## src/rtl/core_pkg.sv

```systemverilog
// Shared definitions for the MIPS core pipeline control: register width,
// forward-select encodings and SRAM wait FSM state codes.
package core_pkg;

  localparam int REG_AW = 5;

  localparam logic [1:0] FWD_RF  = 2'd0;
  localparam logic [1:0] FWD_MEM = 2'd1;
  localparam logic [1:0] FWD_WB  = 2'd2;

  typedef logic [1:0] sram_state_t;

  localparam sram_state_t SRAM_IDLE = 2'd0;
  localparam sram_state_t SRAM_WAIT = 2'd1;
  localparam sram_state_t SRAM_DONE = 2'd2;

endpackage

```

## src/rtl/sram_wait_fsm.sv

```systemverilog
// Multi-cycle data-SRAM access sequencer: freezes the pipeline for
// SRAM_WAIT_CYCLES cycles starting the same cycle mem_req is seen.
module sram_wait_fsm
  import core_pkg::*;
#(
  parameter int SRAM_WAIT_CYCLES = 5
) (
  input  logic clk,
  input  logic rst,
  input  logic mem_req,
  output logic pipe_freeze,
  output logic sram_done
);

  localparam int CW = (SRAM_WAIT_CYCLES > 2) ? $clog2(SRAM_WAIT_CYCLES) : 1;
  localparam logic [CW-1:0] LOAD_VAL = CW'(SRAM_WAIT_CYCLES - 1);
  localparam logic [CW-1:0] LAST_VAL = CW'(1);

  sram_state_t state;
  logic [CW-1:0] cnt;

  // The IDLE cycle that sees mem_req is the first frozen cycle, so WAIT only
  // covers the remaining SRAM_WAIT_CYCLES-1 cycles.
  always_ff @(posedge clk) begin
    if (!rst) begin
      state <= SRAM_IDLE;
      cnt   <= '0;
    end else begin
      case (state)
        SRAM_IDLE: begin
          if (mem_req) begin
            state <= SRAM_WAIT;
            cnt   <= LOAD_VAL;
          end
        end
        SRAM_WAIT: begin
          if (cnt == LAST_VAL) begin
            state <= SRAM_DONE;
          end else begin
            cnt <= cnt - LAST_VAL;
          end
        end
        SRAM_DONE: state <= SRAM_IDLE;
        default:   state <= SRAM_IDLE;
      endcase
    end
  end

  assign pipe_freeze = rst && (((state == SRAM_IDLE) && mem_req) || (state == SRAM_WAIT));
  assign sram_done   = rst && (state == SRAM_DONE);

endmodule

```

## src/rtl/hazard_freeze_controller.sv

```systemverilog
// ID-stage pipeline sequencer: stall/bubble/flush/freeze generation and a
// saturating stall counter. Optional operand forwarding via FORWARDING_EN.
module hazard_freeze_controller
  import core_pkg::*;
#(
  parameter int SRAM_WAIT_CYCLES = 5,
  parameter int REG_AW           = core_pkg::REG_AW,
  parameter int CNT_W            = 16
) (
  input  logic              clk,
  input  logic              rst,
  input  logic [REG_AW-1:0] id_src1,
  input  logic [REG_AW-1:0] id_src2,
  input  logic              id_is_single_source,
  input  logic              id_mem_write,
  input  logic [REG_AW-1:0] ex_dest,
  input  logic              ex_wb_en,
  input  logic              ex_mem_read,
  input  logic [REG_AW-1:0] mem_dest,
  input  logic              mem_wb_en,
  input  logic              mem_req,
  input  logic              branch_taken,
  output logic              pc_freeze,
  output logic              if_id_freeze,
  output logic              id_ex_bubble,
  output logic              if_id_flush,
  output logic              pipe_freeze,
  output logic              sram_done,
  output logic [1:0]        fwd_a_sel,
  output logic [1:0]        fwd_b_sel,
  input  logic [REG_AW-1:0] wb_dest,
  input  logic              wb_wb_en,
  output logic [CNT_W-1:0]  stall_count
);

  function automatic logic reg_hit(input logic [REG_AW-1:0] src,
                                   input logic [REG_AW-1:0] dest,
                                   input logic              en);
    reg_hit = en && (src != '0) && (src == dest);
  endfunction

  logic src2_used;
  logic hazard;

  assign src2_used = !id_is_single_source || id_mem_write;

  sram_wait_fsm #(
    .SRAM_WAIT_CYCLES(SRAM_WAIT_CYCLES)
  ) u_sram_fsm (
    .clk        (clk),
    .rst        (rst),
    .mem_req    (mem_req),
    .pipe_freeze(pipe_freeze),
    .sram_done  (sram_done)
  );

`ifdef FORWARDING_EN
  logic [REG_AW-1:0] ex_src1;
  logic [REG_AW-1:0] ex_src2;

  // Only a load in EX cannot be forwarded in time; everything else is bypassed.
  assign hazard = ex_mem_read &&
                  (reg_hit(id_src1, ex_dest, ex_wb_en) ||
                   (src2_used && reg_hit(id_src2, ex_dest, ex_wb_en)));

  always_ff @(posedge clk) begin
    if (!rst) begin
      ex_src1 <= '0;
      ex_src2 <= '0;
    end else if (!pipe_freeze && !id_ex_bubble) begin
      ex_src1 <= id_src1;
      ex_src2 <= id_src2;
    end
  end

  always_comb begin
    fwd_a_sel = FWD_RF;
    fwd_b_sel = FWD_RF;
    if (rst) begin
      if (reg_hit(ex_src1, mem_dest, mem_wb_en))     fwd_a_sel = FWD_MEM;
      else if (reg_hit(ex_src1, wb_dest, wb_wb_en))  fwd_a_sel = FWD_WB;
      if (reg_hit(ex_src2, mem_dest, mem_wb_en))     fwd_b_sel = FWD_MEM;
      else if (reg_hit(ex_src2, wb_dest, wb_wb_en))  fwd_b_sel = FWD_WB;
    end
  end
`else
  logic unused_fwd_inputs;

  assign hazard = reg_hit(id_src1, ex_dest, ex_wb_en) ||
                  reg_hit(id_src1, mem_dest, mem_wb_en) ||
                  (src2_used && (reg_hit(id_src2, ex_dest, ex_wb_en) ||
                                 reg_hit(id_src2, mem_dest, mem_wb_en)));

  assign fwd_a_sel = FWD_RF;
  assign fwd_b_sel = FWD_RF;
  assign unused_fwd_inputs = ^{wb_dest, wb_wb_en, ex_mem_read};
`endif

  // Freeze outranks a taken branch, which outranks a data stall; a frozen EX
  // re-presents its branch once the SRAM access completes.
  always_comb begin
    pc_freeze    = 1'b0;
    if_id_freeze = 1'b0;
    id_ex_bubble = 1'b0;
    if_id_flush  = 1'b0;
    if (rst) begin
      if (pipe_freeze) begin
        pc_freeze    = 1'b1;
        if_id_freeze = 1'b1;
      end else if (branch_taken) begin
        if_id_flush  = 1'b1;
        id_ex_bubble = 1'b1;
      end else if (hazard) begin
        pc_freeze    = 1'b1;
        if_id_freeze = 1'b1;
        id_ex_bubble = 1'b1;
      end
    end
  end

  always_ff @(posedge clk) begin
    if (!rst) begin
      stall_count <= '0;
    end else if (pc_freeze && (stall_count != '1)) begin
      stall_count <= stall_count + 1'b1;
    end
  end

endmodule

```

## config.mk

```make
export PLATFORM = sky130hd
export DESIGN_NAME = hazard_freeze_controller
export DESIGN_NICKNAME = d
export VERILOG_FILES = /design/src/rtl/core_pkg.sv /design/src/rtl/sram_wait_fsm.sv /design/src/rtl/hazard_freeze_controller.sv
export SDC_FILE = /design/constraint.sdc
export NUM_CORES = 1
export LEC_CHECK = 0
export BUFFER_PORTS_ARGS = -buffer_cell sky130_fd_sc_hd__buf_4
export CAP_MARGIN = 40
export CORE_AREA = 2 2 69 55
export CTS_BUF_LIST = sky130_fd_sc_hd__clkbuf_2 sky130_fd_sc_hd__clkbuf_4 sky130_fd_sc_hd__clkbuf_8
export CTS_CLUSTER_SIZE = 14
export DETAILED_ROUTE_END_ITERATION = 16
export DIE_AREA = 0 0 71 57
export PLACE_DENSITY_LB_ADDON = 0.1
export SYNTH_ARGS = -nofsm -noshare
export SYNTH_HDL_FRONTEND = slang
export SYNTH_SLANG_ARGS = --single-unit
```

## constraint.sdc

```tcl
create_clock -name clk -period 3.1 [get_ports clk]
set_input_delay 0.62 -clock clk [delete_from_list [all_inputs] [get_ports clk]]
set_output_delay 0.62 -clock clk [all_outputs]
set_load 0.005 [all_outputs]
```

* Yosys cells after proc, flatten, opt, wreduce, memory -nomap -nowiden
Cells that the tools add are included.
W data, S select, Z words.
** Storage, ports and cells
- Bits in registers :: 21
- Latch bits :: 0
- Bits in writable memories :: 0
- Memory bits (read-only) :: 0
- Input port bits :: 35
- Output and inout bits :: 26
- Word-level logic and storage cells :: 57
- Memories kept :: 0
** Cells by class
- Add/subtract/negate cells :: 2
- $mul :: 0
- Div/mod/pow operators :: 0
- Order comparisons :: 0
- Eq/ne operators :: 11
- Shifts and indexed selects :: 0
- Muxes and demuxes :: 16
- Bitwise gates (word level) :: 0
- Reductions and logical operators :: 25
** Operator list (number)
- $eq A5 B5 Y1 :: 4
- $add A16 B1 Y16 const B :: 1
- $ne A16 B16 Y1 const B :: 1
- $logic_and A1 B1 Y1 :: 13
- $mux W1 :: 10
- $reduce_bool A5 Y1 :: 2
- $mux W3 :: 2
- $pmux W3 S2 :: 1
- $logic_or A1 B1 Y1 :: 5
- $mux W2 :: 2
- $ne A2 B2 Y1 const B :: 2
- $pmux W2 S2 :: 1
- $eq A3 B1 Y1 const B :: 1
- $reduce_and A3 Y1 :: 1
- $sub A3 B1 Y3 const B :: 1
- $eq A2 B1 Y1 const B :: 1
- $eq A2 B2 Y1 const B :: 1
- $logic_not A2 Y1 :: 1
- $ne A2 B1 Y1 const B :: 1
- $reduce_and A2 Y1 :: 1
- $reduce_bool A2 Y1 :: 1
- $logic_not A1 Y1 :: 1

* Depth between registers and ports, before layout
Gate-level depths: netlist of run 1.
- Word-level depth :: 11
- Gate-level depth with buffers :: 9

* Hierarchy
From an unflattened synthesis of run 1, not the netlist that was laid out.
** Second synthesis, totals
- Cells, all modules :: 176
- Area total of the unflattened synthesis :: 1468.9 sq um
** Modules (own cells, without submodules)
- hazard_freeze_controller :: instances 1, cells each 149, area an instance 1217.4 sq um, seq. area each 320.3 sq um
- sram_wait_fsm :: instances 1, cells each 27, area an instance 251.5 sq um, seq. area each 100.1 sq um

* Worst setup path after synthesis of run 1
Ideal clock, no wire load.
- Path type :: input -> output
- Start :: input port id_src2[1]
- End :: output port pc_freeze
- Arrival time :: 1.994 ns
- Data required time :: 2.480 ns
- Setup slack :: 0.486 ns
- Stages on the path :: 7
- Path buffers :: 2
- Path through :: or4_1 o22ai_2 nor2_2 a22oi_4 buf_6 a21oi_1 buf_4
** Between the ends
- Cells in the longest elaborated chain, start to end :: 10
- Elaborated cells on any way between the ends :: 14
- Those cells by class :: eq/ne: 2; mux: 4; reduce/logical: 8
** RTL lines
- from (decl) :: line hazard_freeze_controller.sv:13 : input logic [REG_AW-1:0] id_src2,
- $reduce_bool A5 Y1 :: line hazard_freeze_controller.sv:39 : reg_hit = en && (src != '0) && (src == dest);
- $logic_and A1 B1 Y1 (2 in series) :: line hazard_freeze_controller.sv:39
- $logic_or A1 B1 Y1 * :: line hazard_freeze_controller.sv:91 : (src2_used && (reg_hit(id_src2, ex_dest, ex_wb_en) ||
- $logic_and A1 B1 Y1 * :: line hazard_freeze_controller.sv:91
- $logic_or A1 B1 Y1 * :: line hazard_freeze_controller.sv:90 : reg_hit(id_src1, mem_dest, mem_wb_en) ||
- $mux W1 * (4 in series)
- to (decl) :: line hazard_freeze_controller.sv:23 : output logic pc_freeze,
Every way passes the cells marked *; elsewhere a longest branch is shown, timed or not.

* Worst setup path after layout of run 1
- Start :: input port id_src1[1]
- End :: output port id_ex_bubble
** Between the ends
- Cells in the longest elaborated chain, start to end :: 9
- Elaborated cells on any way between the ends :: 13
- Those cells by class :: eq/ne: 2; mux: 4; reduce/logical: 7
** RTL lines
- from (decl) :: line hazard_freeze_controller.sv:12 : input logic [REG_AW-1:0] id_src1,
- $reduce_bool A5 Y1 :: line hazard_freeze_controller.sv:39
- $logic_and A1 B1 Y1 (2 in series) :: line hazard_freeze_controller.sv:39
- $logic_or A1 B1 Y1 * :: line hazard_freeze_controller.sv:89 : assign hazard = reg_hit(id_src1, ex_dest, ex_wb_en) ||
- $logic_or A1 B1 Y1 * :: line hazard_freeze_controller.sv:90
- $mux W1 * :: line hazard_freeze_controller.sv:113 : end else if (hazard) begin
- $mux W1 * :: line hazard_freeze_controller.sv:110 : end else if (branch_taken) begin
- $mux W1 * :: line hazard_freeze_controller.sv:107 : if (pipe_freeze) begin
- $mux W1 * :: line hazard_freeze_controller.sv:106 : if (rst) begin
- to (decl) :: line hazard_freeze_controller.sv:25 : output logic id_ex_bubble,
Marks and branches as above.

==> results_dict.tcl, run 1 <==
set metrics [dict create \
    status "finished, final reports clean" \
    drc 0 \
    cp.buffers_inverters 3 \
    dr.pass1.iters 4 \
    route.vias.total 1477 \
    synth_area_leader_cell "dfxtp_1" \
    postRouteAntennaNets 0 \
    layout_common_cells "buf_4 (52), nand2_1 (26), dfxtp_1 (21)" \
    fp.dieW_um 71 \
    synth.distinct_cells 44 \
    tightest_slew_ps 495 \
    path_cells "buf_4 -> or4_1 -> nor2_1 -> inv_1 -> a221oi_1 -> nor3_1 -> buf_4" \
    cts_root_buf "clkbuf_8" \
    crit_path_end_kind "output port" \
    synthTopCellsByArea "dfxtp_1 (26%), xnor2_1 (11%), mux2i_1 (8.1%)" \
    rr_worst_depth 6 \
    slew_headroom_pct 66.2 \
    worst-path-max-fanout 3 \
    yosys_warnings 0 \
    viasPerCell 5.24 \
    power.density_nw_per_um2 303 \
    grt_first_pass_wirelength_um 5930 \
    p_leak_nw 0.826 \
    dieHeight_um 57 \
    post_drt_wl_per_cell_um 12.3 \
    area_delta_synth_final_pct 26.3 \
    syn_avg_cell_area_um2 8.26 \
    synthesis.area_um2 1600 \
    clkSinkCount 21 \
    placed_cells 278 \
    yosysSeqAreaShare_pct 26.2 \
    drv_slew 0 \
    clk_pin_slew_ps 80 \
    cts_tree "built" \
    maxCapViolations 0 \
    path_class "in2out" \
    dpl.hpwl_um 2660 \
    final_common_cell "buf_4" \
    slowest_stage "or4_1" \
    cts_resized 0 \
    path_delay_family "simple AND/OR/NAND/NOR gates" \
    clock.fmax_ghz 0.382 \
    power_w 0.000614 \
    antenna_found_initial 0 \
    instances_no_fill 282 \
    fin_crit_ps 2620 \
    io_buffers 49 \
    hold_class "reg2reg" \
    cts.htree.levels 1 \
    drive_gt1_share_pct 26.7 \
    start_kind "input port" \
    required_ps 2480 \
    finalSetupTns_ps 0 \
    grt_pass1_vias 1326 \
    synth_seq_cells 21 \
    clock_skew_ps 3.62 \
    crit_path_frequent_cell "buf_4" \
    rsz0062_at_grt "no" \
    worst_slack_ps 484 \
    path_depth 7 \
    syn_inst 194 \
    drt_iter0_markers 88 \
    yosys.area.top_type_share_pct 26.2 \
    std_cell_rows 19 \
    core_area_um2 3450 \
    clockBufferDepth 2 \
    track_usage_pct 18.0 \
    diodes 0 \
    critical-path-max-stage-delay_ps 540 \
    grt_overflow 0 \
    cp.arrival_ps 2000 \
    cts_made_buffers 3 \
    ios 61 \
    grt_max_degree 32 \
    ir_worst_vdd_mv 0.176 \
    cts_hold_buffers 0 \
    cts_setup_buffers 0 \
    initial_core_util_pct 46.5 \
    final.period_utilization_pct 84.4 \
    setup_violations 0 \
    routed_wl_um 3480 \
    place_congestion 0.815 \
    die-area_um2 4050 \
    worst_skew_pair.late_latency_ps 260 \
    hold_depth 2 \
    hold_viol_final 0 \
    pre_cts_slack_ps 476 \
    num-nets-final 279 \
]
-- registers in the layout, indices dropped and copies added, names as in the netlist --
register and count:
stall_count 16, u_sram_fsm.cnt 3, u_sram_fsm.state 2
-- worst reg2reg max path, stage by stage (launching register included) --
cell and delay, ps:
dfxtp_1 360, ha_1 220, and3_1 210, and3_1 260, and3_4 250, a2111oi_0 490
mux2i_1 230
-- where the power goes --
part | leakage (nW) | internal, W | total, W | switching (W)
clock | 0.0255 | 0.0000896 | 0.000183 | 0.0000935
sequential | 0.170 | 0.000277 | 0.000285 | 0.00000769
combinational | 0.630 | 0.0000764 | 0.000146 | 0.0000700
total | 0.826 | 0.000443 | 0.000614 | 0.000171
-- synthesized netlist by cell type --
cell type,n
o21bai_1,1
o22ai_1,1
nand3_1,5
nor2_1,9
a2111oi_4,1
o211ai_1,6
nand2b_1,11
a2111oi_2,1
conb_1,1
clkbuf_1,4
nand4_1,6
nor2_2,1
ha_1,3
nor3_1,2
a22o_1,1
a21oi_1,7
a22oi_4,1
a211o_1,1
nand2_1,26
o22ai_2,2
and3_1,5
a2111oi_0,2
a31oi_1,1
a21o_1,1
and2_1,1
a22oi_1,1
buf_6,1
nand4b_1,1
and3_4,1
nor3b_1,2
nor2b_1,2
xnor2_1,20
a2111oi_1,2
buf_2,3
inv_1,11
dfxtp_1,21
buf_4,5
a211oi_1,3
or4_1,2
a221oi_1,1
or2_2,1
mux2i_1,13
o221a_1,2
and4_1,2
-- path summary, 6_finish.rpt --
| check | slack [ps] | from | to |
|---|---|---|---|
| setup reg to reg | 1020 | stall_count[0] | stall_count[7] |
| setup / recovery | 480 | id_src1[1] | id_ex_bubble |
| hold / removal | 500 | stall_count[15] | stall_count[15] |
| hold reg to reg | 500 | stall_count[15] | stall_count[15] |
-- metal layers --
metal | track usage [%] | up-vias | part of all wire (%)
li1 | - | 770 | -
met1 | 26.1 | 665 | 53
met2 | 27.6 | 40 | 42
met3 | 3.89 | 2 | 5.0
met4 | 4.04 | 0 | 0.46
met5 | 0 | - | 0
-- cells by family after synthesis --
group / after synthesis / synth area share (%)
multiplexers: 13 / 8.12
buffers and inverters: 24 / 7.49
XOR/XNOR: 20 / 10.9
AO/OA/AOI/OAI: 35 / 19.5
AND/OR/NAND/NOR: 77 / 25.1
other: 1 / 0.234
adder cells (fa/ha/maj): 3 / 2.34
flip-flops: 21 / 26.2
-- stage by stage --
step	util, %	hold slack (ps)	instance area (um^2)
after floorplan	-	467	1610
after global placement	57.4	476	1980
after detailed placement	57.4	484	1980
after CTS	58.7	497	2020
after global routing	58.7	515	2020
final	58.7	497	2020
-- layout make-up --
type                            instances  area [um^2]
Sequential cell                        21          420
Clock buffer                            3         41.3
Tap cell                               42         52.6
Timing Repair Buffer                   52          390
Fill cell                             318         1420
Multi-Input combinational cell        152         1070
Clock inverter                          1         5.00
Inverter                               11         41.3
Power figures use the tool's default switching activity.
==> run 2, diff against run 1 <==
Clock period 3.1 ns to 2.7 ns, I/O delays scaled along.
==> results_dict.tcl, run 2 (same netlist as run 1, synthesis figures left out) <==
set metrics [dict create \
    die-area_um2 4050 \
    instances_no_fill 283 \
    tightest_slew_ps 534 \
    seq_power_share_pct 46.3 \
    required_ps 2160 \
    rsz0062_at_grt "no" \
    slowest_stage "or4_1" \
    final.period_utilization_pct 90.9 \
    fp.dieW_um 71 \
    clock.fmax_ghz 0.407 \
    ir_worst_vdd_mv 0.263 \
    worst-path-max-fanout 3 \
    met3_usage_pct 4.06 \
    diodes 0 \
    power.density_nw_per_um2 348 \
    drc 0 \
    dr.pass1.iters 6 \
    finalSetupTns_ps 0 \
    clk_pin_slew_ps 80 \
    combPwrFrac_pct 24.0 \
    cts_hold_buffers 0 \
    rr_worst_depth 6 \
    slew_headroom_pct 63.5 \
    place_congestion 0.807 \
    cts_resized 0 \
    cp.arrival_ps 1910 \
    ios 61 \
    hold_class "reg2reg" \
    pre_cts_slack_ps 209 \
    io_buffers 49 \
    grt_pass1_vias 1315 \
    critical-path-max-stage-delay_ps 540 \
    cts.htree.levels 1 \
    path_delay_family "simple AND/OR/NAND/NOR gates" \
    area_delta_synth_final_pct 26.8 \
    met2_usage_pct 26.7 \
    maxCapViolations 0 \
    cts_root_buf "clkbuf_8" \
    route.vias.total 1495 \
    r2r-end "stall_count[15]" \
    hold_slack_ps 484 \
    cts_tree "built" \
    hold_viol_final 0 \
    fin_crit_ps 2450 \
    p_int_w 0.000509 \
    layout_common_cells "buf_4 (53), nand2_1 (26), dfxtp_1 (21)" \
    power.switching_w 0.000198 \
    p_leak_nw 0.830 \
    cts_setup_buffers 0 \
    initial_core_util_pct 46.5 \
    setup_violations 0 \
    clkSinkCount 21 \
    switching_share_pct 28.0 \
    dpl.hpwl_um 2720 \
    dieHeight_um 57 \
    num-nets-final 280 \
    worst_skew_pair.late_latency_ps 260 \
    start_kind "input port" \
    path_cells "buf_4 -> or4_1 -> o22ai_2 -> nor2_2 -> a22oi_4 -> a21oi_1 -> buf_4" \
    grt_max_degree 32 \
    gr-max-usage-layer "met2" \
    path_class "in2out" \
    top_register "stall_count" \
    pwr-share-clk_pct 29.7 \
    track_usage_pct 17.7 \
    antenna_found_initial 0 \
    final_common_cell "buf_4" \
    worst_slack_ps 245 \
    cts_made_buffers 3 \
    drt_iter0_markers 148 \
    placed_cells 279 \
    crit_path_end_kind "output port" \
    core_area_um2 3450 \
    std_cell_rows 19 \
    crit_path_frequent_cell "buf_4" \
    whs_endpoint "stall_count[15]" \
    viasPerCell 5.28 \
    postRouteAntennaNets 0 \
    drv_slew 0 \
    rrSetupSlack_ps 560 \
    clock_skew_ps 3.11 \
    hold_depth 2 \
    clockBufferDepth 2 \
    r2r-start "stall_count[0]" \
    largest_register_ffs 16 \
    routed_wl_um 3570 \
    hp-start "stall_count[15]" \
    grt_overflow 0 \
    top_regs "stall_count (16), u_sram_fsm.cnt (3), u_sram_fsm.state (2)" \
    status "finished, final reports clean" \
    grt_use_met1_pct 25.5 \
    grt_first_pass_wirelength_um 5870 \
    cp.buffers_inverters 2 \
    drive_gt1_share_pct 27.0 \
    post_drt_wl_per_cell_um 12.6 \
]
## run 2: cell count changes in the layout (fill, tap and decap cells not counted), sizes merged
cell,delta
buf,+1
## run 2: tightest hold or removal path, delay by kind of cell (launching register included)
family           cells  cell delay (ps)
flip-flops           1              330
AND/OR/NAND/NOR      1               60
multiplexers         1               50
## run 2: worst max-delay path by stage
stage                     startpoint  depth (start not counted)              end  slack [ps]
after floorplan           id_src2[1]                          7        pc_freeze         250
after global placement    id_src1[2]                          8  stall_count[15]         210
after detailed placement  id_src1[1]                          8  stall_count[15]         210
after CTS                 id_src2[1]                          7     if_id_freeze         240
after global routing      id_src2[1]                          7     id_ex_bubble         120
final                     id_src2[1]                          7     if_id_freeze         250
## run 2: power by group through the flow
stage	combinational, W	sequential (W)	clock (W)
6_report	0.000170	0.000327	0.000210
5_1_grt	0.000189	0.000329	0.000225
4_1_cts	0.000170	0.000327	0.000217
3_5_place_dp	0.000170	0.000334	0
3_3_place_gp	0.000168	0.000334	0
2_1_floorplan	0.000104	0.000332	0
## run 2: layout make-up
cell class              count  area [um^2]
clock inverters             1         5.00
inverters                  11         41.3
fillers                   326         1420
multi-input cells         152         1070
flip-flops and latches     21          420
repair buffers             53          398
clock buffers               3         41.3
well taps                  42         52.6
## run 2: per-layer routing
| layer | wire (um) | vias up |
|---|---|---|
| li1 | - | 776 |
| met4 | 23 | 0 |
| met5 | 0 | - |
| met1 | 1830 | 666 |
| met3 | 201 | 5 |
| met2 | 1510 | 48 |
## run 2: through the flow
| step | instance area, um^2 | utilization [%] | total power, W |
|---|---|---|---|
| after CTS | 2030 | 58.9 | 0.000714 |
| after global routing | 2030 | 58.9 | 0.000742 |
| after detailed placement | 1990 | 57.6 | 0.000504 |
| final | 2030 | 58.9 | 0.000707 |
| after global placement | 1990 | 57.6 | 0.000502 |
| after floorplan | 1610 | - | 0.000436 |
